**config.mk**
```make
export PLATFORM = sky130hd
export DESIGN_NAME = id_ctrl
export DESIGN_NICKNAME = d
export VERILOG_FILES = /design/src/rtl/id_ctrl.sv
export SDC_FILE = /design/constraint.sdc
export NUM_CORES = 1
export LEC_CHECK = 0
export ABC_AREA = 1
export BUFFER_PORTS_ARGS = -buffer_cell sky130_fd_sc_hd__buf_2
export CAP_MARGIN = 20
export CORE_AREA = 2 2 67 94
export CTS_CLUSTER_SIZE = 30
export DETAILED_ROUTE_END_ITERATION = 10
export DIE_AREA = 0 0 69 96
export PLACE_DENSITY = 0.75
export SYNTH_ARGS = -nofsm -noshare
export SYNTH_HDL_FRONTEND = slang
export SYNTH_SLANG_ARGS = --single-unit
```
**constraint.sdc**
```tcl
create_clock -name i_clk -period 1.7 [get_ports i_clk]
set_input_delay 0.085 -clock i_clk [delete_from_list [all_inputs] [get_ports i_clk]]
set_output_delay 0.085 -clock i_clk [all_outputs]
set_load 0.1 [all_outputs]
```
**src/rtl/id_ctrl.sv**
```systemverilog
// Decode-stage controller: decodes IF/ID, feeds imm type to immgen, registers ID/EX control fields.
// Latency: o_imm_sel and o_stall_if combinational; ID/EX entry one cycle after presentation.
// Backpressure: !i_ex_ready holds ID/EX and stalls IF; flush overrides; load-use inserts one bubble.
//
// Ports:
//   i_clk, i_rst            clock, asynchronous active-high reset
//   i_instr, i_instr_vld    IF/ID instruction and its valid
//   i_flush, i_ex_ready     taken-branch kill from EX, EX accept
//   o_stall_if, o_imm_sel   IF hold request, immediate type (both combinational)
//   o_ex_*                  registered ID/EX control entry
//   o_bubble_cnt            saturating count of inserted bubbles (hazard or flush)
module id_ctrl #(
    parameter int CNT_W = 16
) (
    input  logic             i_clk,
    input  logic             i_rst,
    input  logic [31:0]      i_instr,
    input  logic             i_instr_vld,
    input  logic             i_flush,
    input  logic             i_ex_ready,
    output logic             o_stall_if,
    output logic [2:0]       o_imm_sel,
    output logic             o_ex_vld,
    output logic [4:0]       o_ex_rd,
    output logic [4:0]       o_ex_rs1,
    output logic [4:0]       o_ex_rs2,
    output logic [2:0]       o_ex_funct3,
    output logic             o_ex_wb_en,
    output logic             o_ex_is_load,
    output logic             o_ex_is_store,
    output logic             o_ex_is_branch,
    output logic             o_ex_is_jal,
    output logic             o_ex_is_jalr,
    output logic             o_ex_opa_pc,
    output logic             o_ex_opb_imm,
    output logic             o_ex_illegal,
    output logic [CNT_W-1:0] o_bubble_cnt
);

    localparam logic [6:0] OPC_LOAD   = 7'b0000011;
    localparam logic [6:0] OPC_OPIMM  = 7'b0010011;
    localparam logic [6:0] OPC_AUIPC  = 7'b0010111;
    localparam logic [6:0] OPC_STORE  = 7'b0100011;
    localparam logic [6:0] OPC_OP     = 7'b0110011;
    localparam logic [6:0] OPC_LUI    = 7'b0110111;
    localparam logic [6:0] OPC_BRANCH = 7'b1100011;
    localparam logic [6:0] OPC_JALR   = 7'b1100111;
    localparam logic [6:0] OPC_JAL    = 7'b1101111;

    localparam logic [2:0] IMM_S = 3'b000;
    localparam logic [2:0] IMM_B = 3'b001;
    localparam logic [2:0] IMM_J = 3'b010;
    localparam logic [2:0] IMM_I = 3'b011;
    localparam logic [2:0] IMM_U = 3'b110;

    typedef struct packed {
        logic       vld;
        logic [4:0] rd;
        logic [4:0] rs1;
        logic [4:0] rs2;
        logic [2:0] funct3;
        logic       wb_en;
        logic       is_load;
        logic       is_store;
        logic       is_branch;
        logic       is_jal;
        logic       is_jalr;
        logic       opa_pc;
        logic       opb_imm;
        logic       illegal;
    } ex_ent_t;

    typedef enum logic {
        ST_RUN    = 1'b0,
        ST_BUBBLE = 1'b1
    } state_t;

    ex_ent_t          ex_q, ex_d;
    state_t           state_q, state_d;
    logic [CNT_W-1:0] bubble_cnt_q, bubble_cnt_d;

    // Instruction fields
    logic [6:0] opcode;
    logic [4:0] f_rd, f_rs1, f_rs2;
    logic [2:0] f_funct3;
    logic       unused_imm_hi;

    assign opcode        = i_instr[6:0];
    assign f_rd          = i_instr[11:7];
    assign f_funct3      = i_instr[14:12];
    assign f_rs1         = i_instr[19:15];
    assign f_rs2         = i_instr[24:20];
    assign unused_imm_hi = ^i_instr[31:25];

    // Opcode decode
    logic [2:0] imm_sel;
    logic       d_load, d_store, d_branch, d_jal, d_jalr;
    logic       d_op, d_opimm, d_lui, d_auipc, d_known;
    logic       rs1_used, rs2_used, writes_rd;

    always_comb begin
        imm_sel  = IMM_I;
        d_load   = 1'b0;
        d_store  = 1'b0;
        d_branch = 1'b0;
        d_jal    = 1'b0;
        d_jalr   = 1'b0;
        d_op     = 1'b0;
        d_opimm  = 1'b0;
        d_lui    = 1'b0;
        d_auipc  = 1'b0;
        case (opcode)
            OPC_LOAD:   d_load   = 1'b1;
            OPC_OPIMM:  d_opimm  = 1'b1;
            OPC_JALR:   d_jalr   = 1'b1;
            OPC_OP:     d_op     = 1'b1;
            OPC_STORE:  begin d_store  = 1'b1; imm_sel = IMM_S; end
            OPC_BRANCH: begin d_branch = 1'b1; imm_sel = IMM_B; end
            OPC_JAL:    begin d_jal    = 1'b1; imm_sel = IMM_J; end
            OPC_LUI:    begin d_lui    = 1'b1; imm_sel = IMM_U; end
            OPC_AUIPC:  begin d_auipc  = 1'b1; imm_sel = IMM_U; end
            default:    imm_sel = IMM_I;
        endcase
    end

    assign d_known   = d_load | d_store | d_branch | d_jal | d_jalr |
                       d_op | d_opimm | d_lui | d_auipc;
    assign rs1_used  = d_known & ~(d_lui | d_auipc | d_jal);
    assign rs2_used  = d_op | d_store | d_branch;
    assign writes_rd = d_load | d_opimm | d_jalr | d_op | d_jal | d_lui | d_auipc;

    assign o_imm_sel = imm_sel;

    // Load-use hazard against the load currently sitting in ID/EX
    logic hz, hz_run;

    assign hz = ex_q.vld & ex_q.is_load & (ex_q.rd != 5'd0) & i_instr_vld &
                ((rs1_used & (f_rs1 == ex_q.rd)) | (rs2_used & (f_rs2 == ex_q.rd)));
    // In BUBBLE the load has already been separated from its consumer
    assign hz_run = hz & (state_q == ST_RUN);

    // Entry built from the current instruction; invalid slots are all-zero
    ex_ent_t dec_ent;

    always_comb begin
        dec_ent = '0;
        if (i_instr_vld) begin
            dec_ent.vld       = 1'b1;
            dec_ent.rd        = f_rd;
            dec_ent.rs1       = f_rs1;
            dec_ent.rs2       = f_rs2;
            dec_ent.funct3    = f_funct3;
            dec_ent.wb_en     = writes_rd & (f_rd != 5'd0);
            dec_ent.is_load   = d_load;
            dec_ent.is_store  = d_store;
            dec_ent.is_branch = d_branch;
            dec_ent.is_jal    = d_jal;
            dec_ent.is_jalr   = d_jalr;
            dec_ent.opa_pc    = d_auipc | d_jal;
            dec_ent.opb_imm   = d_known & ~(d_op | d_branch);
            dec_ent.illegal   = ~d_known;
        end
    end

    // Next-state: flush > back-pressure > hazard bubble > normal issue
    logic cnt_inc;

    always_comb begin
        ex_d    = ex_q;
        state_d = state_q;
        cnt_inc = 1'b0;
        if (i_flush) begin
            ex_d    = '0;
            state_d = ST_RUN;
            cnt_inc = 1'b1;
        end else if (!i_ex_ready) begin
            ex_d    = ex_q;
            state_d = state_q;
        end else if (hz_run) begin
            ex_d    = '0;
            state_d = ST_BUBBLE;
            cnt_inc = 1'b1;
        end else begin
            ex_d    = dec_ent;
            state_d = ST_RUN;
        end
    end

    always_comb begin
        bubble_cnt_d = bubble_cnt_q;
        if (cnt_inc && (bubble_cnt_q != {CNT_W{1'b1}})) begin
            bubble_cnt_d = bubble_cnt_q + CNT_W'(1);
        end
    end

    always_ff @(posedge i_clk or posedge i_rst) begin
        if (i_rst) begin
            ex_q         <= '0;
            state_q      <= ST_RUN;
            bubble_cnt_q <= '0;
        end else begin
            ex_q         <= ex_d;
            state_q      <= state_d;
            bubble_cnt_q <= bubble_cnt_d;
        end
    end

    // Reset gating keeps IF free-running while the controller is held in reset
    assign o_stall_if = ~i_rst & ~i_flush & (~i_ex_ready | hz_run);

    assign o_ex_vld       = ex_q.vld;
    assign o_ex_rd        = ex_q.rd;
    assign o_ex_rs1       = ex_q.rs1;
    assign o_ex_rs2       = ex_q.rs2;
    assign o_ex_funct3    = ex_q.funct3;
    assign o_ex_wb_en     = ex_q.wb_en;
    assign o_ex_is_load   = ex_q.is_load;
    assign o_ex_is_store  = ex_q.is_store;
    assign o_ex_is_branch = ex_q.is_branch;
    assign o_ex_is_jal    = ex_q.is_jal;
    assign o_ex_is_jalr   = ex_q.is_jalr;
    assign o_ex_opa_pc    = ex_q.opa_pc;
    assign o_ex_opb_imm   = ex_q.opb_imm;
    assign o_ex_illegal   = ex_q.illegal;
    assign o_bubble_cnt   = bubble_cnt_q;

endmodule

```
==> results.cfg, run 1 <==
[die]
io_pins = 85
dieArea_um2 = 6620
core_area_um2 = 5780
initial_core_util_pct = 44.6
dieHeight_um = 96
fp.dieW_um = 69
rows = 33

[grt]
grt_pass1_wl_um = 12300
grt_max_degree = 46
overflow = 0
grt_pass1_vias = 2657
grt_antenna_before_repair = 0
grt.total_usage_pct = 23.4

[drt]
totalWireLength_um = 7980
drt_first_pass_iters = 5
drt_iter0_markers = 154
ant_nets = 0
via_count = 2795
avgRoutedWirePerCell_um = 15.5
viasPerCell = 5.45
drc = 0

[worst_setup_path]
worstSetupPathType = reg2out
crit_chain = nand2_1 > nand2_1 > nor2_2 > nand3_1 > nor2_1 > nand2_2 > nand2_4 > nand2_8 > a21oi_4 > buf_12
critical-path-top-delay-family = simple AND/OR/NAND/NOR gates
slowest_stage = dfrtp_4
r2r_end = o_ex_rd[3]
path_common_cell = nand2_1
cp.arrival_ps = 1830
path_max_fanout = 4
reg2reg_depth = 12
cpPeakStageDelay_ps = 500
crit_path_end_kind = output port
worstPathRequired_ps = 1620
cp_num_buf_inv = 1
r2r_start = o_ex_rd[4]
critPathLaunchType = register
rrSetupSlack_ps = -160

[clock_tree]
path_clk_slew_ps = 80
clock_latency_ps = 300
cts_max_path_buffers = 2
numCtsBuffers = 5
cts.sinks = 45
htreeDepth = 2
cts_tree = done
root_buffer = clkbuf_8

[final_layout]
final_common_cell = nand2_1
fillers = 485
drive_above_1_share_pct = 43.3
n_antenna_cell = 0
final_cell_mix = nand2_1, buf_2, nand4_1, buf_4, nor2_1
postLayoutCellArea_um2 = 3680
stdcell_count = 513
final_util_pct = 63.7
layout.nets = 480
area_delta_synth_final_pct = 42.9

[hold_path]
min_from = i_instr[13]
hold_path_end = o_ex_funct3[1]
min_path_type = in2reg
holdPathStages = 3

[logic_synthesis]
synth_nets = 376
yosys.area.top_type = dfrtp_1
syn-cell-area_um2 = 2580
synth.distinct_cells = 26
seq_area_frac_synth_pct = 43.7
avgSynthCellArea_um2 = 7.62
ys_top_cells_by_area = dfrtp_1, nand2_1, nand4_1
synth-seq-cells = 45
synth_top_area_share_pct = 43.7
ys_warn_count = 0
synth_cells = 338

[placement]
dp.cells = 495
dp_hpwl_um = 5390
place_area_um2 = 3370
gp_congestion = 0.834
io_buffers = 77

[timing]
maxSlewHeadroom_pct = 54.9
final_hold_viol_count = 0
skew_ps = 8.14
final.setup.worst_slack_ps = -217
rsz0062_at_grt = yes
worst_pin_slew_ps = 674
final_max_slew_viol_count = 0
setup_viol = 41
finalCritPeriodShare_pct = 113
min_period_ps = 1920
fmax_mhz = 522
timing.hold.ws_ps = 24.7

[flow_run]
cap_violations = 0

[pwr]
powerDensity_nw_per_um2 = 847
leakage_nw = 1.98
ir_worst_vdd_mv = 0.508

[status]
violations = negative setup slack
status = complete, but fails checks
[worst reg2reg max path, cell delays in order, from the launching register on]
cell       delay [ps]
dfrtp_4           500
nand2_1            70
nand2_1            60
nor2_2            140
nand3_1            90
nor2_1            120
nand2_2            80
nand2_4            90
nand2_8            60
buf_4             160
bufbuf_16         270
nand4_1            70
nand2_1            50
[power breakdown]
| group | internal [mW] | total [mW] | switching [mW] |
|---|---|---|---|
| clock | 0.437 | 0.804 | 0.368 |
| combinational | 0.281 | 1.10 | 0.819 |
| sequential | 1.16 | 1.21 | 0.0514 |
[per-stage QoR]
step / setup slack, ps / setup TNS [ps] / power, mW
2_1_floorplan: -382 / -3430 / 2.01
3_3_place_gp: -95.4 / -1460 / 2.26
3_5_place_dp: -147 / -2080 / 2.29
4_1_cts: -222 / -2790 / 3.10
5_1_grt: -317 / -7700 / 3.24
6_report: -217 / -3580 / 3.12
[cells by family (layout without fill, tap and decap cells)]
group                      Yosys count  in the layout  share of synthesized area (%)
AOI/OAI and AO/OA                   13             13                           3.01
xor gates and xnor gates            18             18                           6.12
adders and majority gates            1              1                          0.486
buffers and inverters               37            141                           6.22
DFF                                 45             45                           43.7
and+or+nand+nor                    224            225                           40.5
[per-layer routing]
metal / routed length [um] / GRT usage, % / share of wire [%] / vias up
li1: - / - / - / 1312
met1: 2880 / 25.3 / 36 / 1325
met2: 4200 / 43.1 / 53 / 122
met3: 489 / 4.19 / 6.1 / 36
met4: 405 / 13.2 / 5.1 / 0
met5: 0 / 0 / 0 / -
[layout make-up]
cell class	count	area (um2)	area share (%)
clock buffer	6	72.6	1.97
sequential	45	1190	32.3
timing repair buffer	109	726	19.7
tap	70	87.6	2.38
multi-input combinational	257	1480	40.3
clock inverter	2	35.0	0.952
inverter	24	90.1	2.45
[worst max-delay path by stage]
stage,startpoint,to,slack (ps),cells after the start
after floorplan,o_ex_rd[4],o_stall_if,-380,11
after global placement,o_bubble_cnt[1],o_bubble_cnt[3],-100,9
after detailed placement,o_bubble_cnt[1],o_bubble_cnt[11],-150,9
after CTS,o_ex_rd[2],o_stall_if,-220,10
after global routing,o_ex_rd[4],o_stall_if,-320,10
final,o_ex_rd[4],o_stall_if,-220,10
[timing repair]
item	CTS	global route
buffers inserted	6	0
gates cloned	1	2
hold buffers	1	0
gates resized for setup	7	10
hold endpoints to repair	45	0
pin swaps	8	7
endpoints found under the setup margin	24	42
[synthesized netlist by cell type]
cell type	count
o22ai_1	1
nor2_1	25
xor2_1	8
nor3_1	4
buf_8	1
o21ai_0	5
nor4_2	1
xnor2_1	10
buf_4	2
inv_2	6
a21oi_1	4
ha_1	1
nor2_2	6
buf_2	2
nand2_2	3
nor4_1	2
nor3b_1	1
nand2_1	126
o41ai_1	3
nand4_1	27
inv_1	18
nand3_1	25
nand4_2	1
clkbuf_1	8
dfrtp_1	45
nand2_8	3
[state kept, by name, indices dropped and copies added, names as in the netlist]
name,cells
o_bubble_cnt,16
o_ex_funct3,3
o_ex_illegal,1
o_ex_is_branch,1
o_ex_is_jal,1
o_ex_is_jalr,1
o_ex_is_load,1
o_ex_is_store,1
o_ex_opa_pc,1
o_ex_opb_imm,1
o_ex_rd,5
o_ex_rs1,5
o_ex_rs2,5
o_ex_vld,1
o_ex_wb_en,1
state_q,1
(Power assumes the default switching activity.)
==> inputs of run 2 (changes only) <==
- ABC_AREA: 1 -> not set
- CORE_AREA: 2 2 67 94 -> 2 2 64 90
- DIE_AREA: 0 0 69 96 -> 0 0 66 92
- PLACE_DENSITY: 0.75 -> 0.74
==> results.cfg, run 2 <==
[drt]
via_count = 2224
ant_nets = 0
viasPerCell = 5.46
drc = 0
drt_iter0_markers = 127
drt_first_pass_iters = 5
avgRoutedWirePerCell_um = 16.9
totalWireLength_um = 6860

[final_layout]
area_delta_synth_final_pct = 58.0
n_antenna_cell = 0
seqCellArea_um2 = 1170
postLayoutCellArea_um2 = 3580
largest_reg_flops = 16
stdcell_count = 407
layout.nets = 376
final_cell_mix = buf_2, buf_4, dfrtp_1, a22o_1, xnor2_1
drive_above_1_share_pct = 58.1
fillers = 437
final_common_cell = buf_2
multi_input_area_um2 = 1260

[die]
core_area_um2 = 5370
initial_core_util_pct = 42.2
io_pins = 85
dieArea_um2 = 6070
dieHeight_um = 92
rows = 32
fp.dieW_um = 66

[logic_synthesis]
synth-simple-area-share_pct = 18.4
avgSynthCellArea_um2 = 10.7
async_flop_share_pct = 100
ys.flop_type = dfrtp_1
synth.distinct_cells = 41
synth-seq-cells = 45
ys_warn_count = 0
synth_xor_xnor_area_share_pct = 9.67
synthAdderAreaFrac_pct = 0.553
ys_top_cells_by_area = dfrtp_1, a22o_1, xnor2_1
synth_compound_area_share_pct = 17.4
seq_area_frac_synth_pct = 49.8
yosysMostFrequentCell = dfrtp_1
synthMuxAreaShare_pct = 0.498
synth_nets = 250
synth_cells = 212
synthTopCellsByCount = dfrtp_1, a22o_1, xnor2_1, nand2_1, nand3_1
synth_edf_count = 0
syn-cell-area_um2 = 2260
synth_top_family_by_area = simple AND/OR/NAND/NOR gates
synth_top_area_share_pct = 49.8
yosys.area.top_type = dfrtp_1

[timing]
min_period_ps = 2190
skew_ps = 5.46
final.setup.worst_slack_ps = -488
rsz0062_at_grt = yes
fmax_mhz = 457
timing.hold.ws_ps = 12.3
finalCritPeriodShare_pct = 129
final_max_slew_viol_count = 0
maxSlewHeadroom_pct = 67.3
setup_viol = 43
worst_pin_slew_ps = 494
final_hold_viol_count = 0

[clock_tree]
cts.sinks = 45
htreeDepth = 2
path_clk_slew_ps = 90
cts_tree = done
clock_latency_ps = 300
cts_max_path_buffers = 2
numCtsBuffers = 5
root_buffer = clkbuf_8

[pwr]
powerDensity_nw_per_um2 = 1030
leakage_nw = 1.71
ir_worst_vdd_mv = 0.574

[worst_setup_path]
worstSetupPathType = reg2reg
r2r_end = o_ex_wb_en
r2r_start = o_ex_rd[2]
rrSetupSlack_ps = -490
path_max_fanout = 6
slowest_stage = dfrtp_4
cpPeakStageDelay_ps = 500
critical-path-top-delay-family = compound AO/OA/AOI/OAI gates
crit_path_end_kind = register
cp_num_buf_inv = 4
crit_chain = buf_6 > xnor2_2 > and3_4 > nand2_4 > o21ai_4 > buf_6 > a2111oi_4 > buf_6 > buf_12 > a32o_1
critPathLaunchType = register
cp.arrival_ps = 2430
path_common_cell = buf_6
reg2reg_depth = 10
worstPathRequired_ps = 1940

[grt]
grt_max_degree = 28
grt.total_usage_pct = 23.6
grt_antenna_before_repair = 0
grt_pass1_wl_um = 11000
overflow = 0
grt_pass1_vias = 2264

[placement]
dp.cells = 385
gp_congestion = 0.829
dp_hpwl_um = 4540
place_area_um2 = 3140
pre_cts_slack_ps = -285
io_buffers = 77

[hold_path]
holdPathStages = 2
min_from = i_instr[12]
hold_path_end = o_ex_funct3[0]
min_path_type = in2reg

[status]
status = complete, but fails checks
violations = negative setup slack

[flow_run]
cap_violations = 0
run 2: cell families after synthesis:
kind of cell	count (synthesis)
xor gates and xnor gates	25
muxes	1
and+or+nand+nor	77
AOI/OAI and AO/OA	47
buffers and inverters	16
DFF	45
adders and majority gates	1
run 2: area by class of cell:
type	instances	area share, %
clock inverter	3	1.92
clock buffer	5	1.92
inverter	6	0.630
timing repair buffer	129	25.1
sequential	45	32.9
multi-input combinational	151	35.2
tap	68	2.38
run 2: worst max-delay path by stage:
stage	startpoint	slack (ps)	cells past startpoint	to
2_1_floorplan	o_ex_rd[3]	-740	6	o_stall_if
3_3_place_gp	o_ex_rd[0]	-250	6	o_ex_wb_en
3_5_place_dp	o_ex_rd[0]	-280	6	o_ex_wb_en
4_1_cts	o_ex_rd[2]	-430	10	o_ex_wb_en
5_1_grt	o_ex_rd[3]	-580	8	o_stall_if
6_report	o_ex_rd[2]	-490	10	o_ex_wb_en
run 2: report_power, final:
part | leakage (nW) | internal, mW | switching, mW
logic | 1.06 | 0.364 | 1.03
clock network | 0.0687 | 0.592 | 0.390
registers | 0.577 | 1.20 | 0.114
run 2: through the flow:
| step | power, mW | utilization (%) | TNS, ps |
|---|---|---|---|
| global placement | 2.64 | 58.6 | -7800 |
| finish | 3.69 | 66.7 | -17150 |
| detailed placement | 2.66 | 58.6 | -8950 |
| CTS | 3.66 | 65.9 | -15100 |
| global route | 3.82 | 66.7 | -20630 |
| floorplan | 2.33 | - | -12650 |
run 2: per-layer routing:
layer	GRT usage [%]	part of all wire [%]
met2	42.3	55
met4	6.80	1.9
met1	28.5	38
met3	3.80	5.0
met5	0	0
run 2: timing repair:
item	in CTS	in global routing
gates cloned	4	0
setup buffers	10	2
endpoints found under the hold margin	18	0
setup endpoints to repair	43	43
pin swaps	14	11
gates resized for setup	23	12
hold buffers	1	0
